===== src/rtl/image_stream_pkg.sv =====
// Shared types and defaults for the RGB444 image stream (send and receive sides).
package image_stream_pkg;

    localparam int PIXEL_W   = 12;
    localparam int DEF_IMG_W = 320;
    localparam int DEF_IMG_H = 240;

    typedef logic [PIXEL_W-1:0] rgb444_t;

    typedef enum logic [1:0] {
        IDLE,
        RECV,
        DRAIN,
        HOLD
    } rx_state_t;

endpackage


===== src/rtl/frame_pixel_counter.sv =====
// Pixel counter for one frame: clear / load-1 / increment, flags for last and full.
module frame_pixel_counter #(
    parameter int ADDR_W = 17,
    parameter int TOTAL  = 76800
) (
    input  logic              clk,
    input  logic              rst_n,
    input  logic              clear,
    input  logic              load_one,
    input  logic              inc,
    output logic [ADDR_W-1:0] addr,
    output logic              last,
    output logic              full
);

    // One extra bit so that TOTAL itself is representable.
    localparam int CNT_W = ADDR_W + 1;
    localparam logic [CNT_W-1:0] TOTAL_C = CNT_W'(TOTAL);
    localparam logic [CNT_W-1:0] LAST_C  = CNT_W'(TOTAL - 1);
    localparam logic [CNT_W-1:0] ONE_C   = CNT_W'(1);

    logic [CNT_W-1:0] cnt_reg;

    always_ff @(posedge clk or negedge rst_n) begin
        if (!rst_n) begin
            cnt_reg <= '0;
        end else if (clear) begin
            cnt_reg <= '0;
        end else if (load_one) begin
            cnt_reg <= ONE_C;
        end else if (inc) begin
            cnt_reg <= cnt_reg + ONE_C;
        end
    end

    assign addr = cnt_reg[ADDR_W-1:0];
    assign last = (cnt_reg == LAST_C);
    assign full = (cnt_reg == TOTAL_C);

endmodule


===== src/rtl/image_frame_receiver.sv =====
// Avalon-ST RGB444 video sink: stores one frame into a buffer write port,
// flags good/malformed frames, then holds the link until the consumer acks.
module image_frame_receiver #(
    parameter int PIXEL_W = image_stream_pkg::PIXEL_W,
    parameter int IMG_W   = image_stream_pkg::DEF_IMG_W,
    parameter int IMG_H   = image_stream_pkg::DEF_IMG_H,
    parameter int ADDR_W  = 17
) (
    input  logic               clk,
    input  logic               rst_n,
    input  logic [PIXEL_W-1:0] data_in,
    input  logic               valid,
    input  logic               sop,
    input  logic               eop,
    output logic               ready,
    input  logic               frame_ack,
    output logic               wr_en,
    output logic [ADDR_W-1:0]  wr_addr,
    output logic [PIXEL_W-1:0] wr_data,
    output logic               frame_received,
    output logic               frame_error,
    output logic [7:0]         frame_count
);

    import image_stream_pkg::*;

    localparam int TOTAL = IMG_W * IMG_H;

    rx_state_t          state_reg, state_next;
    logic               ready_reg;
    logic               wr_en_reg;
    logic [ADDR_W-1:0]  wr_addr_reg;
    logic [PIXEL_W-1:0] wr_data_reg;
    logic               frame_received_reg;
    logic               frame_error_reg;
    logic [7:0]         frame_count_reg;

    logic              accept;
    logic              cnt_clear, cnt_load, cnt_inc;
    logic              wr_go, wr_zero, good_go, err_go;
    logic [ADDR_W-1:0] cnt_addr;
    logic              cnt_last, cnt_full;

    frame_pixel_counter #(
        .ADDR_W (ADDR_W),
        .TOTAL  (TOTAL)
    ) u_counter (
        .clk      (clk),
        .rst_n    (rst_n),
        .clear    (cnt_clear),
        .load_one (cnt_load),
        .inc      (cnt_inc),
        .addr     (cnt_addr),
        .last     (cnt_last),
        .full     (cnt_full)
    );

    assign accept = valid && ready_reg;

    always_comb begin
        state_next = state_reg;
        cnt_clear  = 1'b0;
        cnt_load   = 1'b0;
        cnt_inc    = 1'b0;
        wr_go      = 1'b0;
        wr_zero    = 1'b0;
        good_go    = 1'b0;
        err_go     = 1'b0;

        if (state_reg == HOLD) begin
            if (frame_ack) begin
                state_next = IDLE;
                cnt_clear  = 1'b1;
            end
        end else if (accept) begin
            if (sop) begin
                // A sop always starts a fresh frame; abandoning one in flight is an error.
                wr_go    = 1'b1;
                wr_zero  = 1'b1;
                cnt_load = 1'b1;
                err_go   = (state_reg != IDLE);
                if (eop) begin
                    if (TOTAL == 1) begin
                        good_go    = 1'b1;
                        state_next = HOLD;
                    end else begin
                        err_go     = 1'b1;
                        cnt_clear  = 1'b1;
                        state_next = IDLE;
                    end
                end else begin
                    state_next = RECV;
                end
            end else if (state_reg == RECV) begin
                if (cnt_full) begin
                    // Overlong: nothing past the last address is written.
                    if (eop) begin
                        err_go     = 1'b1;
                        cnt_clear  = 1'b1;
                        state_next = IDLE;
                    end else begin
                        state_next = DRAIN;
                    end
                end else begin
                    wr_go   = 1'b1;
                    cnt_inc = 1'b1;
                    if (eop) begin
                        if (cnt_last) begin
                            good_go    = 1'b1;
                            state_next = HOLD;
                        end else begin
                            err_go     = 1'b1;
                            cnt_clear  = 1'b1;
                            state_next = IDLE;
                        end
                    end
                end
            end else if (state_reg == DRAIN && eop) begin
                err_go     = 1'b1;
                cnt_clear  = 1'b1;
                state_next = IDLE;
            end
        end
    end

    always_ff @(posedge clk or negedge rst_n) begin
        if (!rst_n) begin
            state_reg          <= IDLE;
            ready_reg          <= 1'b0;
            wr_en_reg          <= 1'b0;
            wr_addr_reg        <= '0;
            wr_data_reg        <= '0;
            frame_received_reg <= 1'b0;
            frame_error_reg    <= 1'b0;
            frame_count_reg    <= '0;
        end else begin
            state_reg          <= state_next;
            ready_reg          <= (state_next != HOLD);
            wr_en_reg          <= wr_go;
            frame_received_reg <= good_go;
            frame_error_reg    <= err_go;
            if (wr_go) begin
                wr_addr_reg <= wr_zero ? '0 : cnt_addr;
                wr_data_reg <= data_in;
            end
            if (good_go) begin
                frame_count_reg <= frame_count_reg + 8'd1;
            end
        end
    end

    assign ready          = ready_reg;
    assign wr_en          = wr_en_reg;
    assign wr_addr        = wr_addr_reg;
    assign wr_data        = wr_data_reg;
    assign frame_received = frame_received_reg;
    assign frame_error    = frame_error_reg;
    assign frame_count    = frame_count_reg;

endmodule


===== config.mk =====
export PLATFORM = sky130hd
export DESIGN_NAME = image_frame_receiver
export DESIGN_NICKNAME = d
export VERILOG_FILES = /design/src/rtl/image_stream_pkg.sv /design/src/rtl/frame_pixel_counter.sv /design/src/rtl/image_frame_receiver.sv
export SDC_FILE = /design/constraint.sdc
export NUM_CORES = 1
export LEC_CHECK = 0
export ABC_AREA = 1
export BUFFER_PORTS_ARGS = -buffer_cell sky130_fd_sc_hd__buf_4
export CAP_MARGIN = 0
export CORE_MARGIN = 2
export CORE_UTILIZATION = 50
export CTS_CLUSTER_DIAMETER = 150
export CTS_CLUSTER_SIZE = 8
export DETAILED_ROUTE_END_ITERATION = 12
export GPL_ROUTABILITY_DRIVEN = 0
export GPL_TIMING_DRIVEN = 0
export HOLD_SLACK_MARGIN = 0.06
export PLACE_DENSITY = 0.77
export SLEW_MARGIN = 20
export SYNTH_ARGS = -nofsm -noshare
export SYNTH_HDL_FRONTEND = slang
export SYNTH_SLANG_ARGS = --single-unit

===== constraint.sdc =====
create_clock -name clk -period 1.6 [get_ports clk]
set_input_delay 0.24 -clock clk [delete_from_list [all_inputs] [get_ports clk]]
set_output_delay 0.24 -clock clk [all_outputs]
set_load 0.05 [all_outputs]

After elaboration in Yosys (flattened, before gate mapping):

Cells that the tools add are included.

* $add $sub $neg: 2
* multipliers: 0
* div/mod/pow operators: 0
* order comparisons: 0
* equality and inequality tests: 6
* shift-type cells: 0
* muxes and demuxes: 47
* bitwise operators: 0
* reduce and logical (&&, ||, !) cells: 4

Operators with widths (count)
* 18-bit 2-to-1 mux: 3
* 18-bit by 17-bit equality test with 1-bit output (second input constant): 2
* 1-bit 2-to-1 mux: 33
* 2-bit 2-to-1 mux: 10
* 18-bit by 1-bit adder with 18-bit output (second input constant): 1
* 17-bit 2-to-1 mux: 1
* 8-bit by 1-bit adder with 8-bit output (second input constant): 1
* 2-bit equality test (second input constant): 2
* 3-bit nonzero test: 1
* 2-bit by 1-bit equality test with 1-bit output (second input constant): 1
* 1-bit logical AND: 2
* 2-bit inequality test (second input constant): 1
* 2-bit nonzero test: 1

* bits in registers: 61
* bits in latches: 0
* bits in writable memories: 0
* bits in read-only memories: 0
* bits of input ports: 18
* output and inout bits: 41
* logic and storage cells: 68
* memories: 0

Depth between registers and ports, before layout:

* depth in word-level cells: 9
* depth in mapped cells: 15
* gate-level depth less buffers: 14

Modules after synthesis:

From an unflattened synthesis, not the netlist that was laid out.

* cell total of the unflattened synthesis: 424
* area, all modules: 3213.1 um^2

By module, submodules not included
* image_frame_receiver: instances 1, cells an instance 250, area each 1975.6 um^2, sequential area each 1076.0 um^2
* frame_pixel_counter: instances 1, cells an instance 174, area each 1237.4 um^2, sequential area each 450.4 um^2

Least setup slack after synthesis:

No wires, ideal clock.

* path type: reg-to-reg
* from: reg ready_reg, in the netlist ready
* to: reg u_counter.cnt_reg[10]
* library setup time: 124 ps
* arrival: 1767 ps
* data required time: 1476 ps
* path slack: -291 ps
* stages on the path, launching flop included: 10
* buffers on the path: 2
* period minus slack after synthesis: 1891 ps
* cells stage by stage: dfrtp_1 > nand2_1 > nor2_1 > inv_1 > nor2_2 > inv_2 > buf_6 > nand2_4 > buf_12 > nor2_4

* longest elaborated chain between the ends: 5
* elaborated cells on any way between the ends: 10
* classes of those cells: mux (8); reduce/logical (2)

Ends and longest elaborated chain
* start: declaration: RTL line image_frame_receiver.sv:30 `logic ready_reg;`
* start signal: assignment: RTL line image_frame_receiver.sv:138 `ready_reg <= (state_next != HOLD);`
* 1-bit logical AND (*): RTL line image_frame_receiver.sv:58 `assign accept = valid && ready_reg;`
* 1-bit 2-to-1 mux: RTL line image_frame_receiver.sv:75 `end else if (accept) begin`
* 1-bit 2-to-1 mux: RTL line image_frame_receiver.sv:70 `if (state_reg == HOLD) begin`
* 18-bit 2-to-1 mux: RTL line frame_pixel_counter.sv:29 `end else if (load_one) begin`
* 18-bit 2-to-1 mux: RTL line frame_pixel_counter.sv:27 `end else if (clear) begin`
* end signal: assignment: RTL line frame_pixel_counter.sv:32 `cnt_reg <= cnt_reg + ONE_C;`
* end: declaration: RTL line frame_pixel_counter.sv:22 `logic [CNT_W-1:0] cnt_reg;`

Every way passes the cells marked *; elsewhere a longest branch is shown, timed or not.
A chain may end at the register's enable or synchronous reset.

Worst setup path after layout:

* from: reg u_counter.cnt_reg[2]
* to: reg u_counter.cnt_reg[10]

* longest elaborated chain between the ends: 9
* elaborated cells on any way between the ends: 19
* classes of those cells: add/sub (1); eq/ne (2); mux (15); reduce/logical (1)

Ends and longest elaborated chain
* 18-bit by 17-bit equality test with 1-bit output: RTL line frame_pixel_counter.sv:37 `assign last = (cnt_reg == LAST_C);`
* 1-bit 2-to-1 mux: RTL line image_frame_receiver.sv:108 `if (cnt_last) begin`
* 1-bit 2-to-1 mux: RTL line image_frame_receiver.sv:107 `if (eop) begin`
* 1-bit 2-to-1 mux: RTL line image_frame_receiver.sv:95 `if (cnt_full) begin`
* 1-bit 2-to-1 mux: RTL line image_frame_receiver.sv:94 `end else if (state_reg == RECV) begin`
* 1-bit 2-to-1 mux: RTL line image_frame_receiver.sv:76 `if (sop) begin`
* 1-bit 2-to-1 mux: RTL line image_frame_receiver.sv:75
* 1-bit 2-to-1 mux: RTL line image_frame_receiver.sv:70
* 3-bit nonzero test (no line) or 18-bit 2-to-1 mux (tied branches)

Several ways; a longest one is shown, not always the timed one. The select of a mux whose other input is x is not followed.

==> qor.txt <==
Max reg flops -> 18
Yosys reg bits -> 61
FP Rows -> 28
Starting DRT DRC Count -> 231
Die width -> 82.6 um
Arr. time, crit path -> 2.19 ns
Fin. Hold Viols -> 0
CTS tree -> done
Max-slew violations -> 0
Warnings from Yosys -> 0
Post-synth top area share -> 0.494
Critical path class -> reg -> reg
Final std cell area, no fill -> 4860 sq um
Post-Place Cell Area -> 3690 sq um
Residual DRC -> 0
Fin worst setup slack -> -0.335 ns
Syn Inst Count -> 361
Total routed wirelength -> 10000 um
Slew Limit Headroom -> 0.490
Wire per inst -> 18.3 um
Syn Std Cell Area -> 3090 sq um
Worst skew pair latency -> 0.37 ns
Boundary pin count -> 59
Setup crit start kind -> flip-flop
Largest net degree at the start of global routing -> 62
RSZ-0062 raised after global routing -> yes
Worst-path cell chain -> inv_1, nand3_4, nor2_4, nand3_4, nand2_4, nor2_4, buf_6, nand2_1, xor2_2, nor2_4
Vias/cell -> 5.44
Vias in the first global route -> 2706
Failing checks -> setup timing
Max-Cap Viols -> 0
Max FO, Critical Path -> 6
Worst Path Required -> 1.85 ns
HP Class -> in -> reg
Synth Flop Type -> dfrtp_1
Yosys top cell by area -> dfrtp_1
EDFF count, synth -> 0
Final core occ -> 0.817
Top cells by area, synth -> dfrtp_1 (49%), nand2_1 (14%), xor2_1 (5.7%)
Final setup fails -> 59
Pwr Total -> 0.00512 W
Sequential element share of the synthesized area -> 0.494
CP peak stage delay -> 0.53 ns
Initial Util -> 0.519
Initial antenna violation count -> 0
CP max stage cell -> dfrtp_1
Fin cells -> 549
TritonRoute pass-1 iters -> 4
Gr usage total -> 0.253
H-Tree Depth -> 3
Core area -> 5960 sq um
TritonCTS Buffers -> 9
Port Buf Inserts -> 58
Crit path time final -> 1.94 ns
Post-route clock period utilization -> 1.21
Peak Freq -> 517 MHz
Setup Skew -> 0.0160 ns
Detailed-placement wirelength estimate -> 4510 um
Global-route wire length before repair -> 12600 um
Share of cells above drive strength 1 -> 0.546
Synth Net Count -> 382
FFs w/ async S/R, synth -> 1.00
Antenna cells -> 0
Area grow syn2layout -> 57.5%
Root Driver -> clkbuf_8
Die area -> 6820 sq um
Leakage -> 2.37 nW
Bufs on Longest Clock Path -> 2
CTS sink count -> 61
Dpl cells -> 494
Vias -> 2987
Post-synth cell types -> 29
Clk slew on worst S/H paths -> 0.08 ns
Cell area power density -> 1050 nW/um^2
Syn_area_per_cell -> 8.56 sq um
Worst Tran Pin Value -> 0.765 ns
CP dominant cell by count -> nor2_4
Die H -> 82.6 um
Nature of the critical path endpoint -> flip-flop
Peak supply drop -> 0.844 mV
Status -> complete, but fails checks
Final net count -> 490
DRT antenna net count -> 0
Total global routing overflow -> 0
==> Yosys cell counts, types with 4 or more instances <==
cell type,count
o31ai_1,8
dfrtp_1,61
nor2_1,33
buf_2,5
xor2_1,20
nand2_1,114
nand3_2,4
nand3_1,19
nand2_2,8
inv_1,36
o21ai_0,10
a21oi_1,4
nor2_4,12
==> through the flow <==
step	setup slack (ns)	hold slack (ns)	setup TNS, ns
5_1_grt	-0.397	0.0657	-15.49
3_3_place_gp	-0.316	0.358	-14.26
6_report	-0.335	0.0718	-11.45
2_1_floorplan	-0.0351	-0.0556	-0.379
4_1_cts	-0.214	0.0754	-7.60
3_5_place_dp	-0.364	0.368	-16.25
==> power by group <==
part           switching (W)  internal [W]
combinational        0.00111      0.000680
sequential          0.000115       0.00167
clock               0.000680      0.000868
==> final cells by class <==
class	count	area (sq um)
tap	75	93.8
fill	328	1090
clock inverter	7	90.1
multi-input combinational	253	1940
clock buffer	9	124
inverter	39	166
sequential	61	1540
buffer	8	115
timing repair buffer	97	805
==> path summary, 6_finish.rpt <==
| path | from | end | slack, ns | cells after the start |
|---|---|---|---|---|
| worst max-delay path | u_counter.cnt_reg[2] | u_counter.cnt_reg[10] | -0.34 | 10 |
| worst min-delay path | data_in[11] | wr_data[11] | 0.07 | 3 |
| worst max register to register | u_counter.cnt_reg[2] | u_counter.cnt_reg[10] | -0.34 | 10 |
| worst min register to register | wr_data[1] | wr_data[1] | 0.49 | 2 |
| max in group asynchronous | rst_n | ready | 0.54 | 2 |
| min in group asynchronous | rst_n | wr_data[10] | 0.49 | 2 |
==> placed cells by master, fill, tap and decap left out, types with 3 or more instances in the layout <==
master	n
nor2_4	21
o31ai_4	4
buf_8	6
buf_6	11
clkinv_2	3
xor2_1	11
nand2_2	36
a21oi_2	3
o31ai_2	3
nor2_1	19
buf_4	83
nand3_4	5
nor2_2	8
nand3_1	9
dfrtp_1	54
inv_1	30
nand2_1	69
o21ai_0	5
nand2_4	17
clkbuf_8	9
o21ai_1	6
inv_4	3
dfrtp_2	7
inv_2	5
xor2_2	9
nand3_2	9
==> worst max-delay path: cells and delay by family, from the launching register on <==
family | cells | cell delay, ns
buf+inv | 2 | 0.34
flops | 1 | 0.53
simple gates | 7 | 0.70
xor+xnor | 1 | 0.25
==> logic make-up after synthesis <==
group,count (synthesis),synth area share
xor+xnor,22,0.0624
fa+ha+maj,3,0.0122
simple gates,202,0.312
compound gates,26,0.0510
buf+inv,47,0.0680
flops,61,0.494
==> per-layer routing <==
layer | part of all wire | GRT usage | vias up
met5 | 0 | 0 | -
met4 | 0.059 | 0.143 | 0
met3 | 0.058 | 0.0478 | 50
met2 | 0.52 | 0.426 | 148
met1 | 0.36 | 0.304 | 1461
li1 | - | - | 1328
==> what timing repair did <==
action                     4_1_cts  5_1_grt
resized for setup               83       95
setup buffers                   27        5
hold endpoints to repair        61        0
hold buffers                     1        0
gates cloned                     7        0
setup endpoints to repair       60       61
pin swaps                       22       33
Power figures use the tool's default switching activity.
